**src/rtl/button_debounce.sv**
```systemverilog
// button_debounce: 2-flop synchroniser followed by a consecutive-sample debounce counter.
// Define BUTTON_INVERT_EN for active-low buttons with pull-ups (pin is inverted before sync).
module button_debounce #(
  parameter int DEBOUNCE_CYCLES = 250000,
  parameter int CNT_W           = 18
) (
  input  logic clk,
  input  logic init,
  input  logic button_raw,
  output logic button_clean,
  output logic bouncing
);
  localparam logic [CNT_W-1:0] LAST = CNT_W'(DEBOUNCE_CYCLES - 1);
  if (DEBOUNCE_CYCLES < 1 || 64'(DEBOUNCE_CYCLES) >= (64'd1 << CNT_W)) begin : g_bad_cfg
    $error("button_debounce: DEBOUNCE_CYCLES out of range for CNT_W");
  end
  logic             btn_in;
  logic             sync1_q, sync2_q;
  logic [CNT_W-1:0] cnt_q, cnt_d;
  logic             clean_q, clean_d;
  logic             bouncing_q, bouncing_d;
  logic             mismatch, terminal;
`ifdef BUTTON_INVERT_EN
  assign btn_in = ~button_raw;
`else
  assign btn_in = button_raw;
`endif
  // Any sample matching the accepted level drops the count straight back to zero.
  always_comb begin
    mismatch   = sync2_q != clean_q;
    terminal   = cnt_q == LAST;
    cnt_d      = (mismatch && !terminal) ? cnt_q + 1'b1 : '0;
    clean_d    = (mismatch && terminal) ? sync2_q : clean_q;
    bouncing_d = cnt_d != '0;
  end
  always_ff @(posedge clk or negedge init) begin
    if (!init) begin
      sync1_q    <= 1'b0;
      sync2_q    <= 1'b0;
      cnt_q      <= '0;
      clean_q    <= 1'b0;
      bouncing_q <= 1'b0;
    end else begin
      sync1_q    <= btn_in;
      sync2_q    <= sync1_q;
      cnt_q      <= cnt_d;
      clean_q    <= clean_d;
      bouncing_q <= bouncing_d;
    end
  end
  assign button_clean = clean_q;
  assign bouncing     = bouncing_q;
endmodule

```
**config.mk**
```make
export PLATFORM = sky130hd
export DESIGN_NAME = button_debounce
export DESIGN_NICKNAME = d
export VERILOG_FILES = /design/src/rtl/button_debounce.sv
export SDC_FILE = /design/constraint.sdc
export NUM_CORES = 1
export LEC_CHECK = 0
export BUFFER_PORTS_ARGS = -buffer_cell sky130_fd_sc_hd__buf_4
export CORE_MARGIN = 2
export CORE_UTILIZATION = 35
export DETAILED_ROUTE_END_ITERATION = 8
export PLACE_DENSITY_LB_ADDON = 0.25
export RECOVER_POWER = 50
export SYNTH_ARGS = -nofsm -noshare
export SYNTH_HDL_FRONTEND = slang
export SYNTH_SLANG_ARGS = --single-unit
```
**constraint.sdc**
```tcl
create_clock -name clk -period 4.4 [get_ports clk]
set_input_delay 1.1 -clock clk [delete_from_list [all_inputs] [get_ports clk]]
set_output_delay 1.1 -clock clk [all_outputs]
set_load 0.05 [all_outputs]
```
==> run metrics, run 1 <==
Routed Antenna Nets=0; Arr. time, crit path=2290 ps; Synth top area share=41.35%; DR vias=915; Largest delay share family, worst path=simple AND/OR/NAND/NOR gates; CTS resizes=0; clock skew=2.623 ps; CP Class=flop to flop; met1 Resource Use GR=19.22%; total inserted antenna cells=0; CP Buf/Inv Count=0; final core occ=37.97%; placed cells=174; final setup violation count=0; Pre-antenna DRT Iters=4; DRT iter0 DRCs=43; Fmax achieved=462.0 MHz; die area=4313 um^2; VDD IR max=0.2009 mV; Synth area leaders=dfrtp_1 41%, xor2_1 6.6%, nor2_1 5.9%; Nets=135; final hold vios=0; Die W=65.68 um; status=completed; Mapped Cells=133; CTS tree=yes; GR Util met2=21.09%; CP Capture Type=flop; cell taking the most area after synthesis=dfrtp_1; syn avg cell area=10.01 um^2; clk buf depth=2; vias per inst=5.169; RSZ-0062 raised after global routing=no; Mapped Nets=137; clock latency on the worst-skew pair=260 ps; Filler cells=374; met3 Use GR=4.110%; Final Instance Count excl. Fillers=177; Reg area=550.5 um^2; Hold Buf Count CTS=0; gr usage total=13.71%; P per Cell Area=257.4 nW/um^2; largest net degree at the start of global routing=23; post-placement cell area=1353 um^2; layout cells sized above 1=15.50%; post-detail-place hpwl=1.775 mm; crit path cell chain=ha_1 -> nand4_1 -> nor4_2 -> or2_1 -> nor2b_1; Initial Utilization=36.36%; actual slew at the worst max-slew pin=1174 ps; sequential share of the synthesized area=41.35%; commonest cells after routing, fill and taps aside=22 x dfrtp_1, 21 x nor2_1, 10 x xor2_1; Yosys cell types=45; Top FF cell, synth=dfrtp_1; switch share=23.30%; EDFF count, synth=0; area delta synth->final=4.417%; io pins=5; Clock power frac=34.9%; Seq pwr share=58.8%; Num CTS Buffers=3; multi-input combinational cell area=704.4 um^2; CP required=4520 ps; CTS H-tree lvls=1; gr busiest metal=met2; Final period util=49.20%; Root Driver=clkbuf_8; GRT Residual Overflow=0; Max Cap Viol=0; finished layout cell area=1390 um^2; gp weighted congestion=0.8338; Worst-path clk slew=80 ps; asr flop ratio synth=100.0%; Psw=83.36 uW; crit-path max FO=19; CP peak stage delay=580 ps; max-slew violations=0; initial antenna violation count=0; global-route wire length before repair=4.512 mm; flops & latches, synth=22; Remaining DRCs=0; final WL=2.429 mm; routed len/inst=13.72 um; slowest CP cell=or2_1; synthesized area=1331 um^2; Post-CTS Repair Setup Buffers=0; number of global-route vias before repair=921; Rel. slew slack=21.75%; total core area=3661 um^2; startpoint types=flop; minimum clock period=2165 ps; Cell Int Power=274.4 uW; Leak=0.0005817 uW; CTS Sinks=22; total power=357.8 uW; # rows=22; count of yosys warnings during synthesis=0; Vert. Die Dim=65.68 um; commonest non-fill, non-tap cell in the layout=dfrtp_1; IO Port Bufs=4; Setup Total Neg Slack=0 ps; hold crit path type=flop to flop; Combinational Power Share=6.3%
[worst register-to-register path, cell delays in order (launching register included)]
cell	delay (ps)
dfrtp_1	410
ha_1	350
nand4_1	180
nor4_2	380
or2_1	580
nor2b_1	120
[area by class of cell]
class                      instances  share of cell area, %
multi-input combinational         98                  50.68
sequential                        22                  39.60
tap                               48                  4.320
clock buffer                       3                  2.970
timing repair buffer               4                  1.890
inverter                           2                 0.5401
[final timing paths]
check,slack [ps],endpoint,depth (start not counted),startpoint
worst min-delay path,360,sync2_q,0,sync1_q
min in group asynchronous,1050,cnt_q[13],1,init
max in group asynchronous,2650,cnt_q[2],1,init
worst max-delay path,2240,cnt_q[9],5,cnt_q[0]
worst max register to register,2240,cnt_q[9],5,cnt_q[0]
worst min register to register,360,sync2_q,0,sync1_q
[logic make-up after synthesis]
| logic type | after synthesis | synth area share, % |
|---|---|---|
| multiplexers | 5 | 4.135 |
| AND/OR/NAND/NOR | 63 | 29.14 |
| AO/OA/AOI/OAI | 10 | 6.204 |
| flip-flops | 22 | 41.35 |
| XOR/XNOR | 19 | 12.50 |
| adder cells (fa/ha/maj) | 1 | 0.9397 |
| buffers and inverters | 13 | 5.733 |
[registers in the layout (all words and copies together) (netlist names)]
signal	cells
cnt_q	18
bouncing	1
sync1_q	1
button_clean	1
sync2_q	1
[power by group through the flow]
stage / Combinational, uW / Sequential (uW) / Clock [uW]
after detailed placement: 23.7 / 214 / 0
final: 22.4 / 211 / 125
after global placement: 23.5 / 214 / 0
after floorplan: 15.3 / 215 / 0
after CTS: 23.8 / 210 / 136
after global routing: 25.4 / 211 / 140
[cell usage after synthesis (all sizes together) (2+ instances only)]
cell type / n
nor2: 22
nor4: 2
buf: 7
inv: 2
xor2: 10
xnor2: 9
nand4: 5
nand2: 10
mux2: 4
dfrtp: 22
nor3b: 2
and3: 2
or3: 2
nand3: 9
clkbuf: 4
[through the flow]
step / hold WS [ps] / setup WS, ps
final: 363.5 / 2235
after global routing: 372.2 / 1951
after CTS: 367.3 / 2178
after detailed placement: 338.8 / 2187
after global placement: 338.8 / 2262
after floorplan: 331.2 / 2453
[per-layer routing]
metal  vias up  share of wire (%)
met3         0                2.9
met1       455                 48
met5         -                  0
li1        449                  -
met2        11                 49
met4         0                  0
Power figures use the tool's default switching activity.
==> inputs of run 2 (changes only) <==
--- a/config.mk
+++ b/config.mk
@@ -5,6 +5,7 @@
 export SDC_FILE = /design/constraint.sdc
 export NUM_CORES = 1
 export LEC_CHECK = 0
+export ABC_AREA = 1
 export BUFFER_PORTS_ARGS = -buffer_cell sky130_fd_sc_hd__buf_4
 export CORE_MARGIN = 2
 export CORE_UTILIZATION = 35
==> constraint.sdc (replaced) <==
create_clock -name clk -period 2.14 [get_ports clk]
set_input_delay 0.535 -clock clk [delete_from_list [all_inputs] [get_ports clk]]
set_output_delay 0.535 -clock clk [all_outputs]
set_load 0.05 [all_outputs]
==> run metrics, run 2 <==
asr flop ratio synth=100.0% (unchanged); Setup Total Neg Slack=0 ps (unchanged); Vert. Die Dim=65.62 um (about the same); switch share=23.56% (+0.26 points); clk buf depth=2 (unchanged); sequential share of the synthesized area=41.43% (+0.078 points); Mapped Cells=188 (+41%); initial antenna violation count=0 (unchanged); met3 WL=140 um (+97%); R2R Path Start=cnt_q[0]; CTS tree=yes; GRT Residual Overflow=0 (unchanged); DR vias=1151 (+26%); RSZ-0062 raised after global routing=no; EDFF count, synth=0 (unchanged); IO Port Bufs=4 (unchanged); number of global-route vias before repair=1085 (+18%); Num CTS Buffers=3 (unchanged); Mapped Nets=192 (+40%); total core area=3661 um^2 (unchanged); CTS resizes=0 (unchanged); Cell Int Power=563.1 uW (+110%); Synth top area share=41.43% (+0.078 points); post-synthesis mux area share=0.8475% (-3.3 points); flops & latches, synth=22 (unchanged); Worst-path clk slew=80 ps (about the same); xor/xnor share of the synthesized area=1.224% (-11 points); met2 WL post-DR=1.306 mm (+9.7%); final hold vios=0 (unchanged); placed cells=240 (+38%); max-slew violations=0 (unchanged); Die W=65.62 um (about the same); Top FF cell, synth=dfrtp_1; hold crit path type=flop to flop; Synth Area in Simple Gates=42.28% (+13 points); status=completed; die area=4305 um^2 (-0.18%); Most flops, register=cnt_q; commonest non-fill, non-tap cell in the layout=nand2_1; top post-synthesis cells by count=50 x nand2_1, 32 x inv_1, 28 x nor2_1; Post-CTS Repair Setup Buffers=0 (unchanged); DRT iter0 DRCs=33 (-23%); clock latency on the worst-skew pair=260 ps (about the same); global-route wire length before repair=4.905 mm (+8.7%); Root Driver=clkbuf_8; total power=736.7 uW (+110%); largest family of logic cells by synthesized area=simple AND/OR/NAND/NOR gates; syn avg cell area=7.068 um^2 (-29%); VDD IR max=0.2858 mV (+42%); total inserted antenna cells=0 (unchanged); vias per inst=4.737 (-8.4%); Clock power frac=34.8% (about the same); Combinational Power Share=6.6% (+0.3 points); crit-path max FO=4 (-15); Seq pwr share=58.6% (-0.2 points); Fmax achieved=549.5 MHz (+19%); synthesized-area fraction occupied by adder cells=0.9416% (+0.0018 points); commonest cells after routing, fill and taps aside=50 x nand2_1, 32 x inv_1, 28 x nor2_1; Pre-antenna DRT Iters=4 (unchanged); final WL=2.834 mm (+17%); largest net degree at the start of global routing=23 (unchanged); layout cells sized above 1=11.28% (-4.2 points); CP Class=flop to flop; WHS=352.8 ps (-10.67 ps); Remaining DRCs=0 (unchanged); Largest register FFs=18 (unchanged); cell taking the most area after synthesis=dfrtp_1; Rel. slew slack=19.38% (-2.4 points); clock skew=8.962 ps (+6.338 ps); Leak=0.0007905 uW (+36%); synthesized area=1329 um^2 (-0.19%); actual slew at the worst max-slew pin=1209 ps (+35.57 ps); Max Cap Viol=0 (unchanged); post-detail-place hpwl=2.199 mm (+24%); Arr. time, crit path=1980 ps (-310 ps); minimum clock period=1820 ps (-344.8 ps); area delta synth->final=9.605%; routed len/inst=11.66 um (-15%); Final Instance Count excl. Fillers=243 (+37%); M1 WL=1.354 mm (+16%); # rows=22 (unchanged); Hold Startpoint=sync1_q; startpoint types=flop; count leader, synth=nand2_1; Synth area leaders=dfrtp_1 41%, nand2_1 14%, inv_1 9.0%; Initial Utilization=36.30% (-0.068 points); CTS Sinks=22 (unchanged); final setup violation count=0 (unchanged); P per Cell Area=505.8 nW/um^2 (+97%); Final period util=85.04% (+36 points); Psw=173.6 uW (+110%); post-synthesis compound-gate area fraction=2.637% (-3.6 points); DR top layer=met4; Hold Buf Count CTS=0 (unchanged); io pins=5 (unchanged); count of yosys warnings during synthesis=0 (unchanged); worst setup path start=cnt_q[0]; Yosys cell types=23 (-49%); gp weighted congestion=0.8606 (+3.2%); CP Capture Type=flop; Nets=201 (+49%); gr usage total=15.10% (+1.4 points); CP required=2300 ps (-2220 ps); CTS H-tree lvls=1 (unchanged); Routed Antenna Nets=0 (unchanged)
run 2: metal layers:
layer / up-vias / global-route usage (%)
met3: 4 / 2.055
li1: 595 / -
met2: 26 / 23.98
met4: 0 / 5.469
met1: 526 / 21.00
met5: - / 0
run 2: worst paths after layout:
kind | endpoint | slack, ps | cells past startpoint
max | bouncing | 320 | 10
min | sync2_q | 350 | 0
max reg2reg | bouncing | 320 | 10
min reg2reg | sync2_q | 350 | 0
max in group asynchronous | cnt_q[2] | 920 | 1
min in group asynchronous | cnt_q[9] | 500 | 1
run 2: critical path, stage by stage, from the launching register on:
cell     delay, ps
dfrtp_1        430
ha_1           230
nand2_1        110
nor2_1         240
nand2_1        140
inv_1           90
nand3_1         60
nand3_1        120
nand3_1        100
nor2_1         130
nand2_1         60
run 2: power groups by stage:
stage / clock [uW] / combinational, uW / sequential, uW
floorplan: 0 / 22.3 / 446
global placement: 0 / 51.0 / 440
detailed placement: 0 / 50.6 / 440
CTS: 268 / 50.8 / 431
global route: 278 / 55.7 / 433
finish: 257 / 48.6 / 431
run 2: final cells by class:
type | count | area (um^2)
fillers | 368 | 2205
multi-input cells | 129 | 636.9
flip-flops and latches | 22 | 550.5
inverters | 37 | 141.4
well taps | 48 | 60.06
clock buffers | 3 | 41.29
repair buffers | 4 | 26.28
run 2: kinds of logic after synthesis:
kind of cell    count (synthesis)
mux                             1
buf+inv                        37
fa+ha+maj                       1
flops                          22
simple gates                  120
xor+xnor                        1
compound gates                  6
run 2: per-stage QoR:
step	setup WS [ps]	util, %	area, um^2
floorplan	602.0	-	1329
global placement	316.2	38.76	1419
detailed placement	336.6	38.76	1419
CTS	322.4	39.88	1460
global route	189.8	39.78	1456
finish	320.2	39.78	1456
